**config.mk**
```make
export PLATFORM = sky130hd
export DESIGN_NAME = tcam_access_arbiter_flat
export DESIGN_NICKNAME = d
export VERILOG_FILES = /design/src/rtl/tcam_access_arbiter_pkg.sv /design/src/rtl/tcam_access_arbiter_if.sv /design/src/rtl/tcam_access_arbiter_rr_arbiter.sv /design/src/rtl/tcam_access_arbiter.sv /design/src/flat_wrapper.sv
export SDC_FILE = /design/constraint.sdc
export NUM_CORES = 1
export LEC_CHECK = 0
export ABC_CLOCK_PERIOD_IN_PS = 1800
export BUFFER_PORTS_ARGS = -buffer_cell sky130_fd_sc_hd__clkbuf_2
export CORE_AREA = 2 2 263 265
export CTS_BUF_LIST = sky130_fd_sc_hd__clkbuf_16
export DETAILED_ROUTE_END_ITERATION = 12
export DIE_AREA = 0 0 265 267
export PLACE_DENSITY = 0.43
export RECOVER_POWER = 25
export SYNTH_ARGS = -nofsm -noshare
export SYNTH_HDL_FRONTEND = slang
export SYNTH_HIERARCHICAL = 1
export SYNTH_SLANG_ARGS = --single-unit
```
**constraint.sdc**
```tcl
create_clock -name clk -period 1.8 [get_ports clk]
set_input_delay 0.36 -clock clk [delete_from_list [all_inputs] [get_ports clk]]
set_output_delay 0.36 -clock clk [all_outputs]
set_load 0.03 [all_outputs]
```
**src/rtl/tcam_access_arbiter_pkg.sv**
```systemverilog
// Shared constants and FSM encoding for the TCAM access arbiter.
// Latency: n/a (types and constants only).
// Backpressure: n/a.
package tcam_access_arbiter_pkg;

    localparam int DEF_KEY_W   = 128;
    localparam int DEF_ENTRIES = 16;
    localparam int DEF_IDX_W   = $clog2(DEF_ENTRIES);
    localparam int DEF_NREQ    = 2;
    localparam int DEF_LKP_LAT = 2;

    typedef enum logic [1:0] {
        IDLE  = 2'd0,
        DRAIN = 2'd1,
        WRITE = 2'd2
    } state_t;

endpackage

```
**src/rtl/tcam_access_arbiter_if.sv**
```systemverilog
// Bundles the config-write, lookup request/response and TCAM-side signals of the arbiter.
// Latency: n/a (wiring only).
// Backpressure: req_valid/req_ready handshake on lookups; responses and TCAM side are not backpressured.
// Modports: slave = arbiter view, master = environment (MMIO, requesters, TCAM array).
interface tcam_access_arbiter_if
    import tcam_access_arbiter_pkg::*;
#(
    parameter int KEY_W = DEF_KEY_W,
    parameter int IDX_W = DEF_IDX_W,
    parameter int NREQ  = DEF_NREQ
);
    logic                  cfg_wr_en;
    logic [IDX_W-1:0]      cfg_wr_addr;
    logic                  cfg_wr_is_mask;
    logic [KEY_W-1:0]      cfg_wr_data;
    logic                  cfg_wr_busy;
    logic                  cfg_ovr;
    logic [NREQ-1:0]       req_valid;
    logic [NREQ-1:0]       req_ready;
    logic [NREQ*KEY_W-1:0] req_key;
    logic [NREQ-1:0]       rsp_valid;
    logic                  rsp_hit;
    logic [IDX_W-1:0]      rsp_idx;
    logic                  tcam_wr_en;
    logic [IDX_W-1:0]      tcam_wr_addr;
    logic                  tcam_wr_is_mask;
    logic [KEY_W-1:0]      tcam_wr_data;
    logic                  tcam_lkp_en;
    logic [KEY_W-1:0]      tcam_lkp_key;
    logic                  tcam_hit;
    logic [IDX_W-1:0]      tcam_idx;

    modport slave (
        input  cfg_wr_en, cfg_wr_addr, cfg_wr_is_mask, cfg_wr_data,
        input  req_valid, req_key, tcam_hit, tcam_idx,
        output cfg_wr_busy, cfg_ovr, req_ready, rsp_valid, rsp_hit, rsp_idx,
        output tcam_wr_en, tcam_wr_addr, tcam_wr_is_mask, tcam_wr_data,
        output tcam_lkp_en, tcam_lkp_key
    );

    modport master (
        output cfg_wr_en, cfg_wr_addr, cfg_wr_is_mask, cfg_wr_data,
        output req_valid, req_key, tcam_hit, tcam_idx,
        input  cfg_wr_busy, cfg_ovr, req_ready, rsp_valid, rsp_hit, rsp_idx,
        input  tcam_wr_en, tcam_wr_addr, tcam_wr_is_mask, tcam_wr_data,
        input  tcam_lkp_en, tcam_lkp_key
    );

endinterface

```
**src/rtl/tcam_access_arbiter_rr_arbiter.sv**
```systemverilog
// Round-robin picker: first requester at or after rr_ptr (wrapping) wins.
// Latency: combinational.
// Backpressure: none; caller decides whether the grant is used.
// Ports: req (request vector), rr_ptr (search start), gnt (one-hot), gnt_idx (binary), gnt_vld (any grant).
module rr_arbiter #(
    parameter int NREQ = 2,
    parameter int ID_W = (NREQ > 1) ? $clog2(NREQ) : 1
) (
    input  logic [NREQ-1:0] req,
    input  logic [ID_W-1:0] rr_ptr,
    output logic [NREQ-1:0] gnt,
    output logic [ID_W-1:0] gnt_idx,
    output logic            gnt_vld
);
    logic [ID_W-1:0] cand;

    always_comb begin
        gnt     = '0;
        gnt_idx = '0;
        gnt_vld = 1'b0;
        cand    = '0;
        for (int i = 0; i < NREQ; i++) begin
            cand = ID_W'((int'(rr_ptr) + i) % NREQ);
            if (!gnt_vld && req[cand]) begin
                gnt_vld   = 1'b1;
                gnt_idx   = cand;
                gnt[cand] = 1'b1;
            end
        end
    end

endmodule

```
**src/rtl/tcam_access_arbiter.sv**
```systemverilog
// Owns the TCAM port pair: round-robin lookups from NREQ requesters, config writes as drain barriers.
// Latency: grant at T -> tcam_lkp_en at T+1 -> rsp_valid at T+1+LKP_LAT; write = drain + 1 cycle.
// Backpressure: req_ready withheld while a write drains/issues; 1-deep write buffer, overflow drops and flags cfg_ovr.
// Ports: clk, resetn (sync, active-low), bus (tcam_access_arbiter_if.slave: cfg_*, req_*, rsp_*, tcam_*).
module tcam_access_arbiter
    import tcam_access_arbiter_pkg::*;
#(
    parameter int KEY_W   = DEF_KEY_W,
    parameter int ENTRIES = DEF_ENTRIES,
    parameter int IDX_W   = $clog2(ENTRIES),
    parameter int NREQ    = DEF_NREQ,
    parameter int LKP_LAT = DEF_LKP_LAT
) (
    input  logic                 clk,
    input  logic                 resetn,
    tcam_access_arbiter_if.slave bus
);
    localparam int ID_W = (NREQ > 1) ? $clog2(NREQ) : 1;
    localparam int NSTG = LKP_LAT + 1;

    state_t           state;
    logic             buf_full;
    logic [IDX_W-1:0] buf_addr;
    logic             buf_is_mask;
    logic [KEY_W-1:0] buf_data;
    logic             lkp_owed;
    logic [ID_W-1:0]  rr_ptr;
    logic [NSTG-1:0]  pipe_vld;
    logic [ID_W-1:0]  pipe_id [NSTG];
    logic [KEY_W-1:0] lkp_key_q;
    logic             wr_en_q;
    logic [IDX_W-1:0] wr_addr_q;
    logic             wr_is_mask_q;
    logic [KEY_W-1:0] wr_data_q;
    logic             ovr_q;

    logic [NREQ-1:0]  arb_gnt;
    logic [ID_W-1:0]  arb_idx;
    logic             arb_vld;
    logic [KEY_W-1:0] sel_key;
    logic             grant_en;
    logic             xfer;
    logic             pipe_empty;
    logic             buf_free;
    logic             buf_take;
    logic             rsp_fire;

    rr_arbiter #(.NREQ(NREQ), .ID_W(ID_W)) u_rr (
        .req     (bus.req_valid),
        .rr_ptr  (rr_ptr),
        .gnt     (arb_gnt),
        .gnt_idx (arb_idx),
        .gnt_vld (arb_vld)
    );

    always_comb begin
        sel_key = '0;
        for (int i = 0; i < NREQ; i++) begin
            if (arb_gnt[i]) sel_key = bus.req_key[i*KEY_W +: KEY_W];
        end
    end

    // A pending write blocks grants unless a post-write lookup is still owed.
    assign grant_en   = resetn && (state == IDLE) && !(buf_full && !lkp_owed);
    assign xfer       = grant_en && arb_vld;
    assign pipe_empty = ~|pipe_vld;
    // The WRITE cycle consumes the buffer, so a same-cycle request can refill it.
    assign buf_free   = (state == WRITE);
    assign buf_take   = bus.cfg_wr_en && (!buf_full || buf_free);
    assign rsp_fire   = resetn && pipe_vld[NSTG-1];

    always_ff @(posedge clk) begin
        if (!resetn) begin
            state        <= IDLE;
            buf_full     <= 1'b0;
            buf_addr     <= '0;
            buf_is_mask  <= 1'b0;
            buf_data     <= '0;
            lkp_owed     <= 1'b0;
            rr_ptr       <= '0;
            pipe_vld     <= '0;
            for (int k = 0; k < NSTG; k++) pipe_id[k] <= '0;
            lkp_key_q    <= '0;
            wr_en_q      <= 1'b0;
            wr_addr_q    <= '0;
            wr_is_mask_q <= 1'b0;
            wr_data_q    <= '0;
            ovr_q        <= 1'b0;
        end else begin
            pipe_vld   <= {pipe_vld[NSTG-2:0], xfer};
            pipe_id[0] <= arb_idx;
            for (int k = 1; k < NSTG; k++) pipe_id[k] <= pipe_id[k-1];

            if (xfer) begin
                lkp_key_q <= sel_key;
                rr_ptr    <= (int'(arb_idx) == NREQ - 1) ? '0 : arb_idx + 1'b1;
                lkp_owed  <= 1'b0;
            end

            if (bus.cfg_wr_en && !buf_take) ovr_q <= 1'b1;

            if (buf_take) begin
                buf_full    <= 1'b1;
                buf_addr    <= bus.cfg_wr_addr;
                buf_is_mask <= bus.cfg_wr_is_mask;
                buf_data    <= bus.cfg_wr_data;
            end else if (buf_free) begin
                buf_full <= 1'b0;
            end

            wr_en_q <= 1'b0;
            case (state)
                IDLE: begin
                    if (buf_full && !lkp_owed) state <= DRAIN;
                end
                DRAIN: begin
                    if (pipe_empty) begin
                        state        <= WRITE;
                        wr_en_q      <= 1'b1;
                        wr_addr_q    <= buf_addr;
                        wr_is_mask_q <= buf_is_mask;
                        wr_data_q    <= buf_data;
                    end
                end
                WRITE: begin
                    state <= IDLE;
                    // Lets one waiting lookup through before a queued write drains again.
                    lkp_owed <= |bus.req_valid;
                end
                default: state <= IDLE;
            endcase
        end
    end

    assign bus.req_ready       = grant_en ? arb_gnt : '0;
    assign bus.rsp_valid       = rsp_fire ? (NREQ'(1) << pipe_id[NSTG-1]) : '0;
    assign bus.rsp_hit         = rsp_fire && bus.tcam_hit;
    assign bus.rsp_idx         = rsp_fire ? bus.tcam_idx : '0;
    assign bus.tcam_lkp_en     = pipe_vld[0];
    assign bus.tcam_lkp_key    = lkp_key_q;
    assign bus.tcam_wr_en      = wr_en_q;
    assign bus.tcam_wr_addr    = wr_addr_q;
    assign bus.tcam_wr_is_mask = wr_is_mask_q;
    assign bus.tcam_wr_data    = wr_data_q;
    assign bus.cfg_wr_busy     = buf_full;
    assign bus.cfg_ovr         = ovr_q;

endmodule
```
**src/flat_wrapper.sv**
```systemverilog
// flat-port wrapper written by rule: the top's interface ports become plain ports
module tcam_access_arbiter_flat import tcam_access_arbiter_pkg::*;
#(
    parameter int KEY_W   = DEF_KEY_W,
    parameter int ENTRIES = DEF_ENTRIES,
    parameter int IDX_W   = $clog2(ENTRIES),
    parameter int NREQ    = DEF_NREQ,
    parameter int LKP_LAT = DEF_LKP_LAT
)
  (clk, resetn, bus_cfg_wr_en, bus_cfg_wr_addr, bus_cfg_wr_is_mask, bus_cfg_wr_data, bus_req_valid, bus_req_key, bus_tcam_hit, bus_tcam_idx, bus_cfg_wr_busy, bus_cfg_ovr, bus_req_ready, bus_rsp_valid, bus_rsp_hit, bus_rsp_idx, bus_tcam_wr_en, bus_tcam_wr_addr, bus_tcam_wr_is_mask, bus_tcam_wr_data, bus_tcam_lkp_en, bus_tcam_lkp_key);
  tcam_access_arbiter_if #(.KEY_W(KEY_W), .IDX_W(IDX_W), .NREQ(NREQ)) bus_i ();
  input  logic clk;
  input  logic resetn;
  input wire logic [$bits(bus_i.cfg_wr_en)-1:0] bus_cfg_wr_en;
  input wire logic [$bits(bus_i.cfg_wr_addr)-1:0] bus_cfg_wr_addr;
  input wire logic [$bits(bus_i.cfg_wr_is_mask)-1:0] bus_cfg_wr_is_mask;
  input wire logic [$bits(bus_i.cfg_wr_data)-1:0] bus_cfg_wr_data;
  input wire logic [$bits(bus_i.req_valid)-1:0] bus_req_valid;
  input wire logic [$bits(bus_i.req_key)-1:0] bus_req_key;
  input wire logic [$bits(bus_i.tcam_hit)-1:0] bus_tcam_hit;
  input wire logic [$bits(bus_i.tcam_idx)-1:0] bus_tcam_idx;
  output wire logic [$bits(bus_i.cfg_wr_busy)-1:0] bus_cfg_wr_busy;
  output wire logic [$bits(bus_i.cfg_ovr)-1:0] bus_cfg_ovr;
  output wire logic [$bits(bus_i.req_ready)-1:0] bus_req_ready;
  output wire logic [$bits(bus_i.rsp_valid)-1:0] bus_rsp_valid;
  output wire logic [$bits(bus_i.rsp_hit)-1:0] bus_rsp_hit;
  output wire logic [$bits(bus_i.rsp_idx)-1:0] bus_rsp_idx;
  output wire logic [$bits(bus_i.tcam_wr_en)-1:0] bus_tcam_wr_en;
  output wire logic [$bits(bus_i.tcam_wr_addr)-1:0] bus_tcam_wr_addr;
  output wire logic [$bits(bus_i.tcam_wr_is_mask)-1:0] bus_tcam_wr_is_mask;
  output wire logic [$bits(bus_i.tcam_wr_data)-1:0] bus_tcam_wr_data;
  output wire logic [$bits(bus_i.tcam_lkp_en)-1:0] bus_tcam_lkp_en;
  output wire logic [$bits(bus_i.tcam_lkp_key)-1:0] bus_tcam_lkp_key;
  assign bus_i.cfg_wr_en = bus_cfg_wr_en;
  assign bus_i.cfg_wr_addr = bus_cfg_wr_addr;
  assign bus_i.cfg_wr_is_mask = bus_cfg_wr_is_mask;
  assign bus_i.cfg_wr_data = bus_cfg_wr_data;
  assign bus_i.req_valid = bus_req_valid;
  assign bus_i.req_key = bus_req_key;
  assign bus_i.tcam_hit = bus_tcam_hit;
  assign bus_i.tcam_idx = bus_tcam_idx;
  assign bus_cfg_wr_busy = bus_i.cfg_wr_busy;
  assign bus_cfg_ovr = bus_i.cfg_ovr;
  assign bus_req_ready = bus_i.req_ready;
  assign bus_rsp_valid = bus_i.rsp_valid;
  assign bus_rsp_hit = bus_i.rsp_hit;
  assign bus_rsp_idx = bus_i.rsp_idx;
  assign bus_tcam_wr_en = bus_i.tcam_wr_en;
  assign bus_tcam_wr_addr = bus_i.tcam_wr_addr;
  assign bus_tcam_wr_is_mask = bus_i.tcam_wr_is_mask;
  assign bus_tcam_wr_data = bus_i.tcam_wr_data;
  assign bus_tcam_lkp_en = bus_i.tcam_lkp_en;
  assign bus_tcam_lkp_key = bus_i.tcam_lkp_key;
  tcam_access_arbiter #(.KEY_W(KEY_W), .ENTRIES(ENTRIES), .IDX_W(IDX_W), .NREQ(NREQ), .LKP_LAT(LKP_LAT)) u_core (.clk(clk), .resetn(resetn), .bus(bus_i));
endmodule
```
Word-level counts from Yosys, hierarchy flattened --
Memory sizes are Yosys's and may differ from the RTL's. Cells that the tools add are included. Widths: inputs -> output; s select.
Word-level totals: bits in registers 404, bits in latches 0, bits in writable memories 3, ROM bits 0, output and inout port bits 274, word-level logic and storage cells 89, memories 1
Cells by class: add/sub/neg operators 2, multipliers 0, div/mod/pow operators 0, $lt $le $gt $ge 4, equality and inequality tests 4, shifts and indexed selects 1, multiplexer cells 33, bitwise gates (word level) 5, reductions and logical operators 25
Memories:
- u_core.pipe_id | words 3, width 1, read ports 3, clocked after memory_dff 0, write ports 3, line tcam_access_arbiter.sv:29 | logic [ID_W-1:0] pipe_id [NSTG];
Operators by type and width (number):
- $mux 128 | 2
- $mux 1 | 21
- $mux 2 | 6
- $logic_and 1x1->1 | 11
- $reduce_and 2->1 | 3
- $logic_not 1->1 | 5
- $lt 1x2->1 const B | 2
- $mux 4 | 1
- $ne 2x2->1 const B | 2
- $pmux 2 s2 | 1
- $reduce_bool 2->1 | 2
- $or 1x1->1 | 3
- $reduce_or 3->1 | 1
- $add 1x1->1 const B | 2
- $demux 1 s1 | 2
- $eq 2x1->1 const B | 1
- $eq 2x2->1 const B | 1
- $ge 1x1->1 const B | 2
- $logic_not 2->1 | 1
- $or 2x2->2 | 1
- $reduce_or 2->1 | 1
- $shl 1x1->2 const A | 1
- $logic_or 1x1->1 | 1
- $not 1->1 | 1

Depth between registers and ports, before layout --
Gate-level depths: netlist (run 1).
depth after elaboration 9, depth in mapped cells 9, gate-level depth less buffers 6

Cells and area by module --
The synthesis (run 1) kept the hierarchy.
By module, submodules not included:
- tcam_access_arbiter | times used 1, cells each 1795, area an instance 15810.2 µm², seq. area each 8147.8 µm²
- rr_arbiter | times used 1, cells each 5, area an instance 32.5 µm², seq. area each 0.0 µm²

Least setup slack after synthesis (run 1) --
OpenSTA, ideal clock, no wires.
path kind input port to output port, from input resetn, to output bus_rsp_valid[0], arrival 1456 ps, path slack -16 ps, cell stages on the path 5, buffers on the path 3, cells stage by stage buf_2 > clkbuf_1 > clkbuf_1 > nand2_1 > nor2_1
Between the ends: word-level cells in the longest chain between the ends 2
Ends and longest elaborated chain:
- start, declared | line flat_wrapper.sv:13 | input logic resetn;
- $logic_and 1x1->1 | line tcam_access_arbiter.sv:70 | assign rsp_fire = resetn && pipe_vld[NSTG-1];
- $mux 2 | line tcam_access_arbiter.sv:136 | assign bus.rsp_valid = rsp_fire ? (NREQ'(1) << pipe_id[NSTG-1]) : '0;
- end, declared | line flat_wrapper.sv:25 | output wire logic [$bits(bus_i.rsp_valid)-1:0] bus_rsp_valid;
No other way between the ends.

Worst setup path after layout (run 1) --
from register u_core.buf_full, in the netlist u_core/bus.cfg_wr_busy, to output bus_req_ready[1]
Between the ends: word-level cells in the longest chain between the ends 4
Ends and longest elaborated chain:
- start, declared | line tcam_access_arbiter.sv:22 | logic buf_full;
- start signal, assigned | line tcam_access_arbiter.sv:75 | buf_full <= 1'b0;
- start signal, assigned | line tcam_access_arbiter.sv:103 | buf_full <= 1'b1;
- start signal, assigned | line tcam_access_arbiter.sv:108 | buf_full <= 1'b0;
- $logic_and 1x1->1 | line tcam_access_arbiter.sv:64 | assign grant_en = resetn && (state == IDLE) && !(buf_full && !lkp_owed);
- $logic_not 1->1 | line tcam_access_arbiter.sv:64
- $logic_and 1x1->1 | line tcam_access_arbiter.sv:64
- $mux 2 | line tcam_access_arbiter.sv:135 | assign bus.req_ready = grant_en ? arb_gnt : '0;
- end, declared | line flat_wrapper.sv:24 | output wire logic [$bits(bus_i.req_ready)-1:0] bus_req_ready;
No other way between the ends.

==> metrics.md, run 1 <==
| Metric | Value |
|---|---|
| Adder-Cell Fraction of Synth Area | `0` |
| Achievable frequency | `505.3 MHz` |
| Synth Area in Compound Gates | `0.2032` |
| Layout area overhead | `49.04%` |
| Final Slew Violations | `0` |
| RSZ-0062 raised after global routing | `true` |
| Vias in the first global route | `15790` |
| Yosys reg bits | `407` |
| Final period utilization | `1.099` |
| Final setup violation count | `88` |
| GRT overflow | `0` |
| Crit path cell chain | `nor2b_4 > nor3_4 > buf_6 > and2_4 > clkbuf_16` |
| Initial antenna violation count | `8` |
| Mapped Cells | `1800` |
| Detailed Route Iter0 Violations | `804` |
| CP max stage delay | `0.32 ns` |
| Mux contribution to synthesized area | `0` |
| Clock Latency Late Sink | `0.58 ns` |
| CP bufs+invs | `2` |
| Clock-pin slew on the worst setup and hold paths | `0.06 ns` |
| Drt drc | `0` |
| Pre-CTS setup slack | `-0.2102 ns` |
| Crit path max fanout | `2` |
| Synth top area share | `0.5143` |
| CTS tree | `yes` |
| Die area | `70760 µm²` |
| CP Class | `flop to output port` |
| FF-to-FF setup slack | `-0.07 ns` |
| CTS Buffer Depth | `3` |
| Die X | `265 µm` |
| Share of cells above drive strength 1 | `0.2943` |
| Pleak | `9.752 nW` |
| Pwr per Cell Area | `991.0 nW/µm²` |
| Synth area leader | `dfxtp_1` |
| Critical Path RT | `1.44 ns` |
| Main combinational cell family by area after synthesis | `simple AND/OR/NAND/NOR gates` |
| Final worst slack | `-0.1789 ns` |
| Synth warn | `6` |
| First-pass GRT wire length | `100600 µm` |
| Status | `finished with violations` |
| Crit path max-delay family | `simple AND/OR/NAND/NOR gates` |
| Initial core utilization | `0.2330` |
| HPWL Detailed | `51500 µm` |
| CTS Root Cell | `clkbuf_16` |
| Startpoint Class | `flop` |
| Detail Route Antenna Nets | `0` |
| Headroom to the max-slew limit | `0.3020` |
| Reg-to-Reg Start | `u_core/pipe_vld[2]` |
| Failing checks | `negative setup slack` |
| Final Hold Violating Endpoints | `0` |
| Die height | `267 µm` |
| MaxCap Viol Count | `0` |
| Crit path max-delay cell type | `dfxtp_2` |
| Core area | `67990 µm²` |
| Largest net degree at the start of global routing | `194` |
| Num rows | `96` |
| Count of input and output buffers | `672` |
| DR vias | `15850` |
| Vias/cell | `4.505` |
| Setup crit end | `bus_req_ready[1]` |
| DRT Pass-1 Iters | `5` |
| Hold path start | `bus_cfg_wr_data[31]` |
| Hold WC Path Type | `input port to flop` |
| Post-synthesis sequential area ratio | `0.5143` |
| Total GRT Usage | `0.1876` |
| Min Tclk post-route | `1.979 ns` |
| WL/cell | `19.75 µm` |
| Final net count | `2991` |
| Worst-Margin Slew | `1.047 ns` |
| Arrival time of the worst setup path | `1.62 ns` |
| Wire length after detailed routing | `69470 µm` |
| Worst setup startpoint | `u_core/bus.cfg_wr_busy` |
| VDD IR-drop max | `0.6196 mV` |
| Post-Synthesis Cell Area | `15840 µm²` |
| Post-Synth Simple-Gate Area | `0.2308` |
| Inserted Clock Buffers | `49` |
| Reg2reg path depth | `7` |
| Post-synth cell types | `33` |
| Setup TNS | `-2.495 ns` |
| GP Congestion | `0.9078` |
| Ports | `673` |
| Layout Skew | `0.02076 ns` |
| Synth Area in XOR/XNOR | `0` |
| Syn_area_per_cell | `8.801 µm²` |
| Stages on the worst setup path | `5` |
| Final Util | `0.3473` |
| H-Tree Depth | `2` |
| Reg2reg end | `u_core/bus.tcam_wr_data[35]` |
| CTS Sinks | `407` |
| Post-Syn Nets | `2199` |
| Top cells by area, synth | `dfxtp_1 (51%), nand2_1 (13%), a21boi_0 (7.2%)` |
| Worst Setup End Kind | `output port` |
-- cells in the final DEF (no fill, tap or decap), types with 2 or more instances in the layout --
cell / synthesis / final
a21boi_0: 151 / 156
a21boi_1: 118 / 112
a21boi_4: 1 / 2
a21oi_1: 2 / 2
a221oi_1: 127 / 106
a221oi_2: 0 / 19
a221oi_4: 0 / 2
and2_1: 10 / 8
and2_4: 0 / 2
and3_4: 0 / 5
buf_12: 0 / 30
buf_4: 14 / 70
buf_6: 9 / 5
buf_8: 0 / 7
clkbuf_1: 69 / 117
clkbuf_16: 0 / 50
clkbuf_2: 0 / 549
clkbuf_4: 0 / 4
clkinv_1: 0 / 14
clkinv_2: 0 / 5
clkinv_8: 0 / 2
dfxtp_1: 407 / 403
dfxtp_2: 0 / 3
diode_2: 0 / 5
dlygate4sd3_1: 0 / 120
inv_1: 1 / 14
inv_6: 0 / 4
nand2_1: 537 / 536
nand2b_4: 1 / 2
nor2_1: 130 / 129
nor2b_1: 4 / 2
nor2b_4: 0 / 2
nor3b_1: 127 / 127
o211a_1: 2 / 2
-- sequential cells by signal (all words and copies together), names as in the netlist --
signal,cells
u_core/buf_addr,4
u_core/bus.cfg_wr_busy,1
u_core/pipe_id,3
u_core/buf_is_mask,1
u_core/bus.tcam_lkp_key,128
u_core/pipe_vld,3
u_core/buf_data,128
u_core/state,2
u_core/rr_ptr,1
u_core/bus.tcam_wr_en,1
u_core/lkp_owed,1
u_core/bus.tcam_wr_is_mask,1
u_core/bus.tcam_wr_data,128
u_core/bus.tcam_wr_addr,4
u_core/bus.cfg_ovr,1
-- stage by stage --
step | cell area (µm²) | total power, W | hold WS, ns | cells
detailed placement | 20760 | 0.01425 | 0.4339 | 3299
finish | 23610 | 0.02340 | 0.03977 | 3517
global placement | 20760 | 0.01422 | 0.4230 | 3299
floorplan | 15850 | 0.01227 | 0.4119 | 1800
global route | 23610 | 0.02450 | 0.01559 | 3515
CTS | 23620 | 0.02380 | 0.0001365 | 3511
-- synthesized netlist by cell type (all sizes together) --
cell type,n
a21oi,2
and3b,1
nor3b,127
buf,93
or2,1
nand2,537
inv,2
and3,6
and2,10
nor2b,4
a21bo,1
nand2b,3
o211ai,1
nor3,2
nand3,1
a31oi,1
a21boi,270
o211a,2
clkbuf,69
o31ai,1
nor2,130
dfxtp,407
a211oi,1
nand3b,1
a221oi,127
-- worst min-delay path, stage by stage --
cell and delay [ns]:
clkbuf_2 0.08, nand2_1 0.06, a21boi_1 0.06
-- how the worst min path moves through the flow --
stage / endpoint / slack (ns) / cells after the start
4_1_cts: u_core/buf_data[113] / 0.0001 / 3
3_3_place_gp: u_core/pipe_id[0][1] / 0.42 / 1
6_report: u_core/buf_data[31] / 0.04 / 3
2_1_floorplan: u_core/pipe_id[0][1] / 0.41 / 1
3_5_place_dp: u_core/pipe_id[0][1] / 0.43 / 1
5_1_grt: u_core/buf_data[92] / 0.02 / 3
-- area by class of cell --
cell class | instances | area [µm²]
Multi-Input combinational cell | 1229 | 7137
Clock inverter | 40 | 231.5
Sequential cell | 407 | 8155
Antenna cell | 5 | 12.51
Clock buffer | 49 | 1226
Tap cell | 882 | 1104
Fill cell | 7237 | 44370
Inverter | 2 | 15.01
Timing Repair Buffer | 903 | 5731
-- power breakdown --
part / switching (W) / internal, W
Combinational: 0.00269 / 0.00170
Clock: 0.00405 / 0.00509
Sequential: 0.000312 / 0.00955
Total: 0.00706 / 0.0163
-- cells by family (layout without fill, tap and decap cells) --
kind of cell    after synthesis  in the layout
flops                       407            407
buf+inv                     164            994
compound gates              406            406
other cells                   0              5
simple gates                823            823
-- metal layers --
metal  share of wire  track usage
met4           0.037      0.07314
met1            0.41       0.2242
met2            0.49       0.3225
met3           0.067      0.04687
met5         0.00071            0
-- timing repair --
action                     in CTS  in global routing
pin swaps                       7                  3
hold buffers                  120                  0
setup endpoints to repair       9                100
gates resized for setup        38                 42
setup buffers                   3                  1
hold endpoints to repair      120                  0
Note: power is estimated with default switching activity, not from simulation.
==> inputs of run 2 (changes only) <==
--- a/config.mk
+++ b/config.mk
@@ -17,3 +17,4 @@
 export SYNTH_HDL_FRONTEND = slang
 export SYNTH_HIERARCHICAL = 1
 export SYNTH_SLANG_ARGS = --single-unit
+export TNS_END_PERCENT = 30
==> constraint.sdc (replaced) <==
create_clock -name clk -period 1.8 [get_ports clk]
set_input_delay 0.36 -clock clk [delete_from_list [all_inputs] [get_ports clk]]
set_output_delay 0.36 -clock clk [all_outputs]
set_load 0.05 [all_outputs]
==> metrics.md, run 2 (synthesized netlist as in run 1, its figures left out) <==
| Metric | Value |
|---|---|
| MaxCap Viol Count | `0 (unchanged)` |
| DR vias | `15680 (was 15850)` |
| Detail Route Antenna Nets | `0 (unchanged)` |
| Core area | `67990 µm² (unchanged)` |
| Worst-Margin Slew | `0.9555 ns (was 1.047 ns)` |
| Wire length after detailed routing | `67120 µm (was 69470 µm)` |
| Die area | `70760 µm² (unchanged)` |
| CTS tree | `yes (unchanged)` |
| Final Slew Violations | `0 (unchanged)` |
| Clock-pin slew on the worst setup and hold paths | `0.06 ns (about the same)` |
| GRT overflow | `0 (unchanged)` |
| Achievable frequency | `509.1 MHz (was 505.3 MHz)` |
| Final period utilization | `1.091 (was 1.099)` |
| Final setup violation count | `14 (was 88)` |
| Hold depth | `3 (unchanged)` |
| Vias/cell | `4.509 (was 4.505)` |
| Crit path max fanout | `2 (unchanged)` |
| Initial antenna violation count | `5 (was 8)` |
| VDD IR-drop max | `0.5860 mV (was 0.6196 mV)` |
| Headroom to the max-slew limit | `0.3630 (was 0.3020)` |
| RSZ-0062 raised after global routing | `true (unchanged)` |
| Hold EP | `u_core/buf_data[119] (was u_core/buf_data[31])` |
| CP max stage delay | `0.32 ns (about the same)` |
| Initial core utilization | `0.2330 (unchanged)` |
| CP Class | `flop to output port (unchanged)` |
| Most common cell after layout, fill and taps aside | `clkbuf_2 (unchanged)` |
| Num rows | `96 (unchanged)` |
| Ports | `673 (unchanged)` |
| Die X | `265 µm (unchanged)` |
| Hold path start | `bus_cfg_wr_data[119] (was bus_cfg_wr_data[31])` |
| Register area | `8155 µm² (unchanged)` |
| Multi-input logic area | `7091 µm² (was 7137 µm²)` |
| Arrival time of the worst setup path | `1.60 ns (was 1.62 ns)` |
| Setup TNS | `-1.009 ns (was -2.495 ns)` |
| DRT Pass-1 Iters | `4 (was 5)` |
| Inserted Clock Buffers | `50 (was 49)` |
| CTS Root Cell | `clkbuf_16 (unchanged)` |
| Share of cells above drive strength 1 | `0.3317 (was 0.2943)` |
| Failing checks | `negative setup slack (unchanged)` |
| Final worst slack | `-0.1641 ns (was -0.1789 ns)` |
| Die height | `267 µm (unchanged)` |
| FF-to-FF setup slack | `-0.04 ns (was -0.07 ns)` |
| Most frequent cells in the layout | `clkbuf_2 (665), nand2_1 (537), dfxtp_1 (403), a21boi_0 (161), nor2_1 (128) (was clkbuf_2 (549), nand2_1 (536), dfxtp_1 (403), a21boi_0 (156), nor2_1 (129))` |
| Crit path cell chain | `nor2b_4 > nor3_4 > buf_6 > and2_4 > clkbuf_16 (unchanged)` |
| Count of input and output buffers | `672 (unchanged)` |
| Fillers | `7193 (was 7237)` |
| Layout area overhead | `49.04% (about the same)` |
| Largest net degree at the start of global routing | `106 (was 194)` |
| Reg-to-Reg Start | `u_core/state[1] (was u_core/pipe_vld[2])` |
| Reg2reg end | `u_core/bus.tcam_lkp_key[115] (was u_core/bus.tcam_wr_data[35])` |
| Pleak | `10.01 nW (was 9.752 nW)` |
| H-Tree Depth | `2 (unchanged)` |
| HPWL Detailed | `50200 µm (was 51500 µm)` |
| Critical Path RT | `1.44 ns (about the same)` |
| CTS Sinks | `407 (unchanged)` |
| Min Tclk post-route | `1.964 ns (was 1.979 ns)` |
| Clock Latency Late Sink | `0.57 ns (was 0.58 ns)` |
| WL/cell | `19.30 µm (was 19.75 µm)` |
| Final net count | `2955 (was 2991)` |
| Hold WC Path Type | `input port to flop (unchanged)` |
| Status | `finished with violations (unchanged)` |
| Layout Skew | `0.008654 ns (was 0.02076 ns)` |
| Crit path max-delay cell type | `dfxtp_2 (unchanged)` |
| CTS Buffer Depth | `3 (unchanged)` |
| GP Congestion | `0.8677 (was 0.9078)` |
| First-pass GRT wire length | `97900 µm (was 100600 µm)` |
| Startpoint Class | `flop (unchanged)` |
| Pwr per Cell Area | `1050 nW/µm² (was 991.0 nW/µm²)` |
| Final Hold Violating Endpoints | `0 (unchanged)` |
| N_diodes | `0 (was 5)` |
| Drt drc | `0 (unchanged)` |
| Worst Setup End Kind | `output port (unchanged)` |
| Detailed Route Iter0 Violations | `776 (was 804)` |
| Reg2reg path depth | `7 (unchanged)` |
| Total GRT Usage | `0.1817 (was 0.1876)` |
| Pre-CTS setup slack | `-0.2858 ns (was -0.2102 ns)` |
| Vias in the first global route | `15850 (was 15790)` |
## run 2: worst max-delay path by stage
stage                                       from  slack [ns]                           end
after floorplan                           resetn       -0.03                   bus_rsp_hit
after global placement          bus_req_valid[0]       -0.24  u_core/bus.tcam_lkp_key[123]
after detailed placement        bus_req_valid[0]       -0.29  u_core/bus.tcam_lkp_key[123]
after CTS                        u_core/state[1]       -0.25              bus_req_ready[1]
after global routing      u_core/bus.cfg_wr_busy       -0.23              bus_req_ready[1]
final                     u_core/bus.cfg_wr_busy       -0.16              bus_req_ready[1]
## run 2: repair_timing
| item | 4_1_cts | 5_1_grt |
|---|---|---|
| setup buffers | 2 | 0 |
| pin swaps | 2 | 2 |
| hold buffers | 117 | 0 |
| endpoints found under the setup margin | 12 | 51 |
| endpoints found under the hold margin | 117 | 0 |
| gates cloned | 0 | 0 |
| resized for setup | 27 | 26 |
## run 2: area by class of cell
type / count / share of cell area
clock inverter: 39 / 0.01394
clock buffer: 53 / 0.05617
tap: 882 / 0.04674
multi-input combinational: 1229 / 0.3003
timing repair buffer: 866 / 0.2371
inverter: 2 / 0.0004239
sequential: 407 / 0.3454
## run 2: report_power, final
| part | total [W] | internal [W] | leakage, nW | switching, W |
|---|---|---|---|---|
| combinational | 0.00481 | 0.00163 | 5.83 | 0.00318 |
| clock | 0.0101 | 0.00614 | 0.854 | 0.00400 |
| sequential | 0.00985 | 0.00955 | 3.33 | 0.000294 |
## run 2: per-stage QoR
stage	hold slack (ns)	std cells	total power, W	area, µm²	util
floorplan	0.4119	1800	0.01280	15850	-
global route	0.02418	3478	0.02595	23610	0.3473
detailed placement	0.4179	3267	0.01470	20650	0.3037
finish	0.05118	3478	0.02480	23610	0.3473
CTS	0.0009127	3478	0.02528	23620	0.3474
global placement	0.4163	3267	0.01467	20650	0.3037
## run 2: critical path: cells and delay by family (launching register included)
kind,cells,cell delay [ns]
buffers and inverters,2,0.27
flip-flops,1,0.32
AND/OR/NAND/NOR,3,0.44
## run 2: metal layers
| metal | share of wire | vias up | global-route usage |
|---|---|---|---|
| met4 | 0.049 | 8 | 0.08536 |
| met5 | 0.00079 | - | 0 |
| met3 | 0.065 | 122 | 0.04678 |
| met1 | 0.41 | 7348 | 0.2133 |
| li1 | - | 7648 | - |
| met2 | 0.48 | 555 | 0.3094 |
